## src/rtl/reg_serializer_pkg.sv

```systemverilog
// Shared types and constants for the reg_serializer block.
// FSM state encoding, default word width, bit-counter width helper.
// No logic; imported by the interface, counter and top.
package reg_serializer_pkg;

  typedef enum logic [1:0] {
    IDLE   = 2'd0,
    SHIFT  = 2'd1,
    PARITY = 2'd2,
    DONE   = 2'd3
  } state_e;

  localparam int DEFAULT_WIDTH = 8;

  // Counter must be able to represent 0..WIDTH.
  function automatic int cnt_width(input int w);
    return $clog2(w + 1);
  endfunction

endpackage

```

## src/rtl/reg_serializer_if.sv

```systemverilog
// Load and serial handshake bundle for reg_serializer.
// master = producer/sink side, slave = serializer side.
// Pure wiring, no latency.
interface reg_serializer_if
  import reg_serializer_pkg::*;
#(
  parameter int WIDTH = DEFAULT_WIDTH
);
  logic             load_valid;
  logic             load_ready;
  logic [WIDTH-1:0] load_data;
  logic             ser_out;
  logic             ser_valid;
  logic             ser_ready;
  logic             busy;
  logic             done;

  modport master (
    output load_valid, load_data, ser_ready,
    input  load_ready, ser_out, ser_valid, busy, done
  );

  modport slave (
    input  load_valid, load_data, ser_ready,
    output load_ready, ser_out, ser_valid, busy, done
  );
endinterface

```

## src/rtl/reg_serializer_bit_counter.sv

```systemverilog
// Beat counter for the serializer: clears on load, counts accepted beats.
// Terminal flag is combinational from the count (0 cycles).
// Saturates at WIDTH-1, so it never wraps.
module ser_bit_counter
  import reg_serializer_pkg::*;
#(
  parameter int WIDTH = DEFAULT_WIDTH
) (
  input  logic clk,
  input  logic reset,
  input  logic clear_i,
  input  logic incr_i,
  output logic term_o
);
  localparam int CW = cnt_width(WIDTH);

  logic [CW-1:0] count_q, count_d;

  assign term_o = (count_q == CW'(WIDTH - 1));

  // Next count: clear has priority; hold once the last beat index is reached.
  always_comb begin
    count_d = count_q;
    if (clear_i) begin
      count_d = '0;
    end else if (incr_i && !term_o) begin
      count_d = count_q + CW'(1);
    end
  end

  // Count register.
  always_ff @(posedge clk or posedge reset) begin
    if (reset) begin
      count_q <= '0;
    end else begin
      count_q <= count_d;
    end
  end
endmodule

```

## src/rtl/reg_serializer.sv

```systemverilog
// Parallel-to-serial transmitter: loads a WIDTH-bit word, shifts it out one bit per beat.
// First bit valid 1 cycle after load accept; done pulses after the last beat (WIDTH+1 cycles, +1 with parity).
// ser_ready low stalls the current bit; load_ready is high only in IDLE. Optional parity beat: REG_SERIALIZER_PARITY_EN.
module reg_serializer
  import reg_serializer_pkg::*;
#(
  parameter int WIDTH     = DEFAULT_WIDTH,
  parameter bit LSB_FIRST = 1'b0
) (
  input  logic              clk,
  input  logic              reset,
  reg_serializer_if.slave   bus
);
  state_e           state_q, state_d;
  logic [WIDTH-1:0] shreg_q, shreg_d;
  logic             cnt_clr, cnt_inc, cnt_term;
`ifdef REG_SERIALIZER_PARITY_EN
  logic             par_q, par_d;
`endif

  ser_bit_counter #(.WIDTH(WIDTH)) u_cnt (
    .clk     (clk),
    .reset   (reset),
    .clear_i (cnt_clr),
    .incr_i  (cnt_inc),
    .term_o  (cnt_term)
  );

  // Next-state, datapath next values and all handshake outputs.
  always_comb begin
    state_d        = state_q;
    shreg_d        = shreg_q;
    cnt_clr        = 1'b0;
    cnt_inc        = 1'b0;
    bus.load_ready = 1'b0;
    bus.ser_valid  = 1'b0;
    bus.ser_out    = 1'b0;
    bus.busy       = 1'b0;
    bus.done       = 1'b0;
`ifdef REG_SERIALIZER_PARITY_EN
    par_d          = par_q;
`endif
    case (state_q)
      IDLE: begin
        bus.load_ready = 1'b1;
        if (bus.load_valid) begin
          shreg_d = bus.load_data;
          cnt_clr = 1'b1;
          state_d = SHIFT;
`ifdef REG_SERIALIZER_PARITY_EN
          par_d   = ^bus.load_data;
`endif
        end
      end
      SHIFT: begin
        bus.ser_valid = 1'b1;
        bus.busy      = 1'b1;
        bus.ser_out   = LSB_FIRST ? shreg_q[0] : shreg_q[WIDTH-1];
        if (bus.ser_ready) begin
          shreg_d = LSB_FIRST ? {1'b0, shreg_q[WIDTH-1:1]}
                              : {shreg_q[WIDTH-2:0], 1'b0};
          cnt_inc = 1'b1;
          if (cnt_term) begin
`ifdef REG_SERIALIZER_PARITY_EN
            state_d = PARITY;
`else
            state_d = DONE;
`endif
          end
        end
      end
`ifdef REG_SERIALIZER_PARITY_EN
      PARITY: begin
        bus.ser_valid = 1'b1;
        bus.busy      = 1'b1;
        bus.ser_out   = par_q;
        if (bus.ser_ready) begin
          state_d = DONE;
        end
      end
`endif
      DONE: begin
        bus.busy = 1'b1;
        bus.done = 1'b1;
        state_d  = IDLE;
      end
      default: begin
        state_d = IDLE;
      end
    endcase
  end

  // State and datapath registers; reset aborts any word in flight.
  always_ff @(posedge clk or posedge reset) begin
    if (reset) begin
      state_q <= IDLE;
      shreg_q <= '0;
`ifdef REG_SERIALIZER_PARITY_EN
      par_q   <= 1'b0;
`endif
    end else begin
      state_q <= state_d;
      shreg_q <= shreg_d;
`ifdef REG_SERIALIZER_PARITY_EN
      par_q   <= par_d;
`endif
    end
  end
endmodule

```

## src/flat_wrapper.sv

```systemverilog
// flat-port wrapper written by rule: the top's interface ports become plain ports
module reg_serializer_flat import reg_serializer_pkg::*;
#(
  parameter int WIDTH     = DEFAULT_WIDTH,
  parameter bit LSB_FIRST = 1'b0
)
  (clk, reset, bus_load_valid, bus_load_data, bus_ser_ready, bus_load_ready, bus_ser_out, bus_ser_valid, bus_busy, bus_done);
  reg_serializer_if #(.WIDTH(WIDTH)) bus_i ();
  input  logic clk;
  input  logic reset;
  input wire logic [$bits(bus_i.load_valid)-1:0] bus_load_valid;
  input wire logic [$bits(bus_i.load_data)-1:0] bus_load_data;
  input wire logic [$bits(bus_i.ser_ready)-1:0] bus_ser_ready;
  output wire logic [$bits(bus_i.load_ready)-1:0] bus_load_ready;
  output wire logic [$bits(bus_i.ser_out)-1:0] bus_ser_out;
  output wire logic [$bits(bus_i.ser_valid)-1:0] bus_ser_valid;
  output wire logic [$bits(bus_i.busy)-1:0] bus_busy;
  output wire logic [$bits(bus_i.done)-1:0] bus_done;
  assign bus_i.load_valid = bus_load_valid;
  assign bus_i.load_data = bus_load_data;
  assign bus_i.ser_ready = bus_ser_ready;
  assign bus_load_ready = bus_i.load_ready;
  assign bus_ser_out = bus_i.ser_out;
  assign bus_ser_valid = bus_i.ser_valid;
  assign bus_busy = bus_i.busy;
  assign bus_done = bus_i.done;
  reg_serializer #(.WIDTH(WIDTH), .LSB_FIRST(LSB_FIRST)) u_core (.clk(clk), .reset(reset), .bus(bus_i));
endmodule
```

## config.mk

```make
export PLATFORM = sky130hd
export DESIGN_NAME = reg_serializer_flat
export DESIGN_NICKNAME = d
export VERILOG_FILES = /design/src/rtl/reg_serializer_pkg.sv /design/src/rtl/reg_serializer_if.sv /design/src/rtl/reg_serializer_bit_counter.sv /design/src/rtl/reg_serializer.sv /design/src/flat_wrapper.sv
export SDC_FILE = /design/constraint.sdc
export NUM_CORES = 1
export LEC_CHECK = 0
export CORE_UTILIZATION = 50
export DETAILED_ROUTE_END_ITERATION = 16
export MAX_ROUTING_LAYER = met4
export PLACE_DENSITY = 0.89
export SKIP_LAST_GASP = 1
export SYNTH_ARGS = -nofsm -noshare
export SYNTH_HDL_FRONTEND = slang
export SYNTH_SLANG_ARGS = --single-unit
```

## constraint.sdc

```tcl
create_clock -name clk -period 3.05 [get_ports clk]
set_input_delay 0.61 -clock clk [delete_from_list [all_inputs] [get_ports clk]]
set_output_delay 0.61 -clock clk [all_outputs]
set_load 0.05 [all_outputs]
```

* Word level (Yosys, flattened, before mapping)
Index checks and enable logic that the tools add are counted.
Storage, ports and cells: flip-flop bits (word level) 14, output and inout bits 5
Operators by class: add/sub/neg operators 1, equality and inequality tests 6, mux-type cells 18, reduce and logical (&&, ||, !) cells 8
Operator list (number):
- $mux W8 | 2
- $pmux W8 S2 | 1
- $mux W1 | 9
- $mux W4 | 2
- $mux W2 | 3
- $ne A2 B2 Y1 const B | 3
- $reduce_and A3 Y1 | 2
- $add A4 B1 Y4 const B | 1
- $eq A4 B3 Y1 const B | 1
- $pmux W2 S2 | 1
- $reduce_bool A2 Y1 | 2
- $eq A2 B1 Y1 const B | 1
- $eq A2 B2 Y1 const B | 1
- $logic_not A2 Y1 | 1
- $reduce_or A2 Y1 | 1
- $logic_and A1 B1 Y1 | 1
- $logic_not A1 Y1 | 1

* Longest topological paths before layout
word-level depth 5, gate-level depth with buffers 5, depth with buffers taken out 4

* By module
From an unflattened synthesis, not the netlist that was laid out.
Second synthesis, totals: cell total of the unflattened synthesis 61, area, all modules 758.2 um^2
By module, submodules not included:
- reg_serializer | instances 1, cells each 40, area each 543.0 um^2, seq. area each 250.2 um^2
- ser_bit_counter | instances 1, cells each 21, area each 215.2 um^2, seq. area each 100.1 um^2

* Least setup slack after synthesis
No wires, ideal clock.
kind register to output, from register u_core.state_q[1], to output port bus_ser_out, arrival 1140 ps, required time 2440 ps, slack 1300 ps, cell stages (with the launch flop) 5, path buffers 1, cell sequence dfrtp_1 > nand2b_1 > buf_6 > inv_6 > and2_2
Between the ends: cells in the longest elaborated chain, start to end 2
Ends and longest elaborated chain:
- start, declared | RTL line reg_serializer.sv:14 | state_e state_q, state_d;
- start signal, assigned | RTL line reg_serializer.sv:102 | state_q <= state_d;
- $eq A2 B1 Y1 | RTL line reg_serializer.sv:43 | case (state_q)
- $mux W1 | RTL line reg_serializer.sv:43
- end, declared | RTL line flat_wrapper.sv:15 | output wire logic [$bits(bus_i.ser_out)-1:0] bus_ser_out;
No other way between the ends.

* Worst setup path after layout
Ends and elaborated chain as after synthesis.

==> results.md <==
Placed design:
- Detailed placement finished with a half-perimeter wire length of 957 µm.
- Input and output buffers added on the ports amount to 16.
- The congestion estimate from routability-driven global placement came to 0.820.
- The total instance count after detailed placement is 89.

Global routing:
- In the global route stage, overall resource usage came out at 0.172.
- Entering global routing, the biggest net connects 15 pins.
- The number of antenna violations at the first check in global routing is 0.
- The total congestion overflow after global routing is 0.
- The number of global-route vias before repair is 386.
- The first-pass GRT wire length is 1.69 mm.

Synthesis:
- The number of register bits inferred by synthesis is 14.
- The most used flip-flop cell after synthesis is sky130_fd_sc_hd__dfrtp_1.
- By area the synthesized netlist is led by sky130_fd_sc_hd__dfrtp_1 (48%), sky130_fd_sc_hd__mux2_2 (19%), sky130_fd_sc_hd__mux2i_1 (5.5%), sky130_fd_sc_hd__mux2_4 (4.1%), sky130_fd_sc_hd__nand2_1 (2.6%).
- The sequential fraction of the synthesis area is 0.482.
- The number of nets handed over by synthesis was 73.
- The synthesized design contains 0 enable-type register cells.
- After synthesis the cells add up to 727 µm².
- The Yosys step of the flow raised 0 warnings.
- In this run, distinct cell masters in the synthesized netlist total 23.
- A synthesized cell averages 12.1 µm².
- The share of synthesized area in the top cell type comes to 0.482.
- The cell count after synthesis is 60.
- The share of synthesized registers carrying an async set or reset is 1.00.
- Of all cell types, the one taking the most synthesized area is sky130_fd_sc_hd__dfrtp_1.

Routing:
- The routed via count divided by cell count is 5.24.
- For this run, design rule violations remaining after detail routing come to 0.
- The first-pass iteration count of the detailed router is 3.
- The total via count in the routed design is 487.
- The final layout contains routed wiring with a total length of 1.25 mm.
- After the first detailed-routing iteration, the DRC count stood at 13.
- After detailed routing, the average wire length per cell comes to 13.4 µm.
- The antenna violation net count after detailed routing is 0.

Final layout:
- Of the cells placed in the final design, the portion with a size suffix greater than 1 is 0.282.
- The number of non-filler instances in the completed layout is 93.
- After the last flow step, the layout net total stands at 92.
- Fill cells in the final layout number 103.
- From synthesis to final layout, the design area changed by 27.5%.
- The antenna cell count is 0.

Critical path:
- STA classifies the critical path startpoint as a flip-flop.
- The worst register-to-register path ends at u_core.shreg_q[5].
- Data on the critical path arrives at its endpoint at 2.17 ns.
- The category of the worst setup path capture point is a primary output.
- The maximum fanout along the worst path is 8.
- The data required time of the critical path is 2.44 ns.
- The most critical setup path has its startpoint at u_core.state_q[1].
- The critical setup path kind is reg -> out.
- The startpoint of the most critical register-to-register path is u_core.state_q[1].
- Counting cells, the worst reg-to-reg path comes to 3.
- The worst reg-to-reg setup slack is 1.43 ns.
- Following the worst setup path forward leads to its endpoint at bus_ser_out.

Clock tree:
- Clock-pin slew was measured on the worst setup and hold paths at 0.08 ns.
- In this run the deepest clock path goes through 2 buffers.
- The number of sinks handled by clock tree synthesis is 14.
- The post-CTS setup buffer count is 0.
- The clock tree from TritonCTS is built.
- TritonCTS created 3 clock buffers.
- The CTS H-tree depth is 1.
- In this run, post-CTS repair resized a total of 0 instances.
- The hold buffer count at CTS is 0.
- At the later pin of the worst-skew pair, clock insertion delay measures 0.28 ns.
- The clock root buffer is sky130_fd_sc_hd__clkbuf_4.

Timing:
- Setup violations remaining at the end of the flow were counted as 0.
- The share of the cycle needed by the critical path after routing is 0.911.
- The number of hold-slack violations in the final timing report is 0.
- Setup repair after global routing left no endpoint under its margin.
- For the pin with the worst max-slew slack, the measured transition is 0.508 ns.
- Timing would allow up to 360 MHz.
- The count of final max-slew check failures is 0.
- The worst relative slew slack is 0.661.
- The worst clock skew is 0.000945 ns.
- The clock period minus worst slack is 2.78 ns.
- Setup total negative slack on the finished layout was measured at 0 ns.

Power and ir drop:
- The leakage power summed over all cells is 0.435 nW.
- The fraction of power consumed by the clock network is 0.141.
- In this run the power density over the cells is 1010 nW/µm².
- The power dissipated by switching net loads is 0.000360 W.
- The internal power of the cells totals 0.000573 W.
- Total power for the finished layout comes to 0.000933 W.
- The share of total power dissipated in sequential elements is 0.344.
- Of the total power, the share spent switching nets is 0.386.
- IR analysis of the VDD net gives a maximum drop of 0.620 mV.
- The share of total power in combinational logic is 0.515.

Floorplanning:
- 17 I/O pins were placed.
- The initial utilization of the core area, before any placement, comes to 0.545.
- The vertical die dimension is 40.1 µm.
- After floorplanning, the core was divided into 13 placement rows.
- The die covers 1610 µm².
- The core region area is 1330 µm².
- The horizontal die dimension is 40.1 µm.

Min path:
- The class of the most critical hold timing path is reg -> reg.
- The worst hold path cell count is 1.

Outcome:
- The flow ran to the end, and the final reports show no timing, DRC or antenna violations.

Flow run:
- Across the run, the number of max-cap violations was 0.
==> per-stage QoR <==
stage / setup slack [ns] / hold slack [ns] / cell area (µm²) / utilization
3_3_place_gp: 0.606 / 0.457 / 891 / 0.668
4_1_cts: 0.256 / 0.466 / 927 / 0.695
5_1_grt: 0.177 / 0.493 / 927 / 0.695
6_report: 0.272 / 0.470 / 927 / 0.695
2_1_floorplan: 1.30 / 0.432 / 727 / -
3_5_place_dp: 0.574 / 0.456 / 891 / 0.668
==> cell usage in the layout, fill, tap and decap left out <==
cell,n
sky130_fd_sc_hd__dfrtp_1,14
sky130_fd_sc_hd__ha_1,1
sky130_fd_sc_hd__nand2b_1,1
sky130_fd_sc_hd__inv_1,3
sky130_fd_sc_hd__nand2_1,5
sky130_fd_sc_hd__clkbuf_8,1
sky130_fd_sc_hd__nand3b_1,1
sky130_fd_sc_hd__nor2_2,1
sky130_fd_sc_hd__mux2_4,2
sky130_fd_sc_hd__a21boi_1,1
sky130_fd_sc_hd__nor3b_1,1
sky130_fd_sc_hd__nand3_1,1
sky130_fd_sc_hd__mux2_2,12
sky130_fd_sc_hd__and2_2,2
sky130_fd_sc_hd__mux2i_1,4
sky130_fd_sc_hd__nand4_1,1
sky130_fd_sc_hd__nor2_1,1
sky130_fd_sc_hd__clkdlybuf4s50_1,16
sky130_fd_sc_hd__inv_6,1
sky130_fd_sc_hd__nand4b_1,1
sky130_fd_sc_hd__clkbuf_4,3
sky130_fd_sc_hd__o21ai_0,3
sky130_fd_sc_hd__or4_1,1
sky130_fd_sc_hd__or3b_1,1
==> kinds of logic after synthesis <==
group	after synthesis	share of synthesized area
AO/OA/AOI/OAI	4	0.0310
adder cells (fa/ha/maj)	1	0.0172
buffers and inverters	6	0.0482
flip-flops	14	0.482
multiplexers	18	0.282
AND/OR/NAND/NOR	17	0.139
==> synthesized netlist by cell type (2+ instances only) <==
master	count
sky130_fd_sc_hd__mux2i_1	4
sky130_fd_sc_hd__inv_1	3
sky130_fd_sc_hd__mux2_2	12
sky130_fd_sc_hd__and2_2	2
sky130_fd_sc_hd__o21ai_0	3
sky130_fd_sc_hd__nand2_1	5
sky130_fd_sc_hd__dfrtp_1	14
sky130_fd_sc_hd__mux2_4	2
==> critical path: stages (launching register included) <==
cell and delay [ns]:
sky130_fd_sc_hd__dfrtp_1 0.44, sky130_fd_sc_hd__nand2b_1 0.37, sky130_fd_sc_hd__inv_6 0.15, sky130_fd_sc_hd__and2_2 0.14, sky130_fd_sc_hd__clkdlybuf4s50_1 0.79
==> registers in the layout (all words and copies together) (netlist names) <==
signal,flops
u_core.shreg_q,8
u_core.u_cnt.count_q,4
u_core.state_q,2
==> metal layers <==
layer / GRT usage / vias to the layer above / share of wire
met2: 0.246 / 13 / 0.45
met3: 0.0500 / 4 / 0.041
li1: - / 249 / -
met1: 0.214 / 221 / 0.48
met5: - / - / 0
met4: 0.103 / 0 / 0.030
==> cell type report <==
cell class / count / area, µm² / share of cell area
clock buffers: 4 / 36.3 / 0.0391
inverters: 4 / 20.0 / 0.0216
multi-input cells: 40 / 342 / 0.368
flip-flops and latches: 14 / 350 / 0.378
well taps: 15 / 18.8 / 0.0202
repair buffers: 16 / 160 / 0.173
==> power by group through the flow <==
stage	Combinational [W]	Clock (W)	Sequential [W]
2_1_floorplan	0.000394	0	0.000308
3_3_place_gp	0.000471	0	0.000320
3_5_place_dp	0.000484	0	0.000325
4_1_cts	0.000486	0.000134	0.000321
5_1_grt	0.000514	0.000141	0.000330
6_report	0.000480	0.000132	0.000321
==> how the worst min path moves through the flow <==
stage / from / end
2_1_floorplan: u_core.u_cnt.count_q[3] / u_core.state_q[1]
3_3_place_gp: u_core.u_cnt.count_q[3] / u_core.state_q[1]
3_5_place_dp: u_core.u_cnt.count_q[3] / u_core.state_q[1]
4_1_cts: u_core.u_cnt.count_q[3] / u_core.state_q[1]
5_1_grt: u_core.u_cnt.count_q[3] / u_core.state_q[1]
6_report: u_core.u_cnt.count_q[3] / u_core.state_q[1]
No activity file was read; power rests on OpenSTA's default activity.
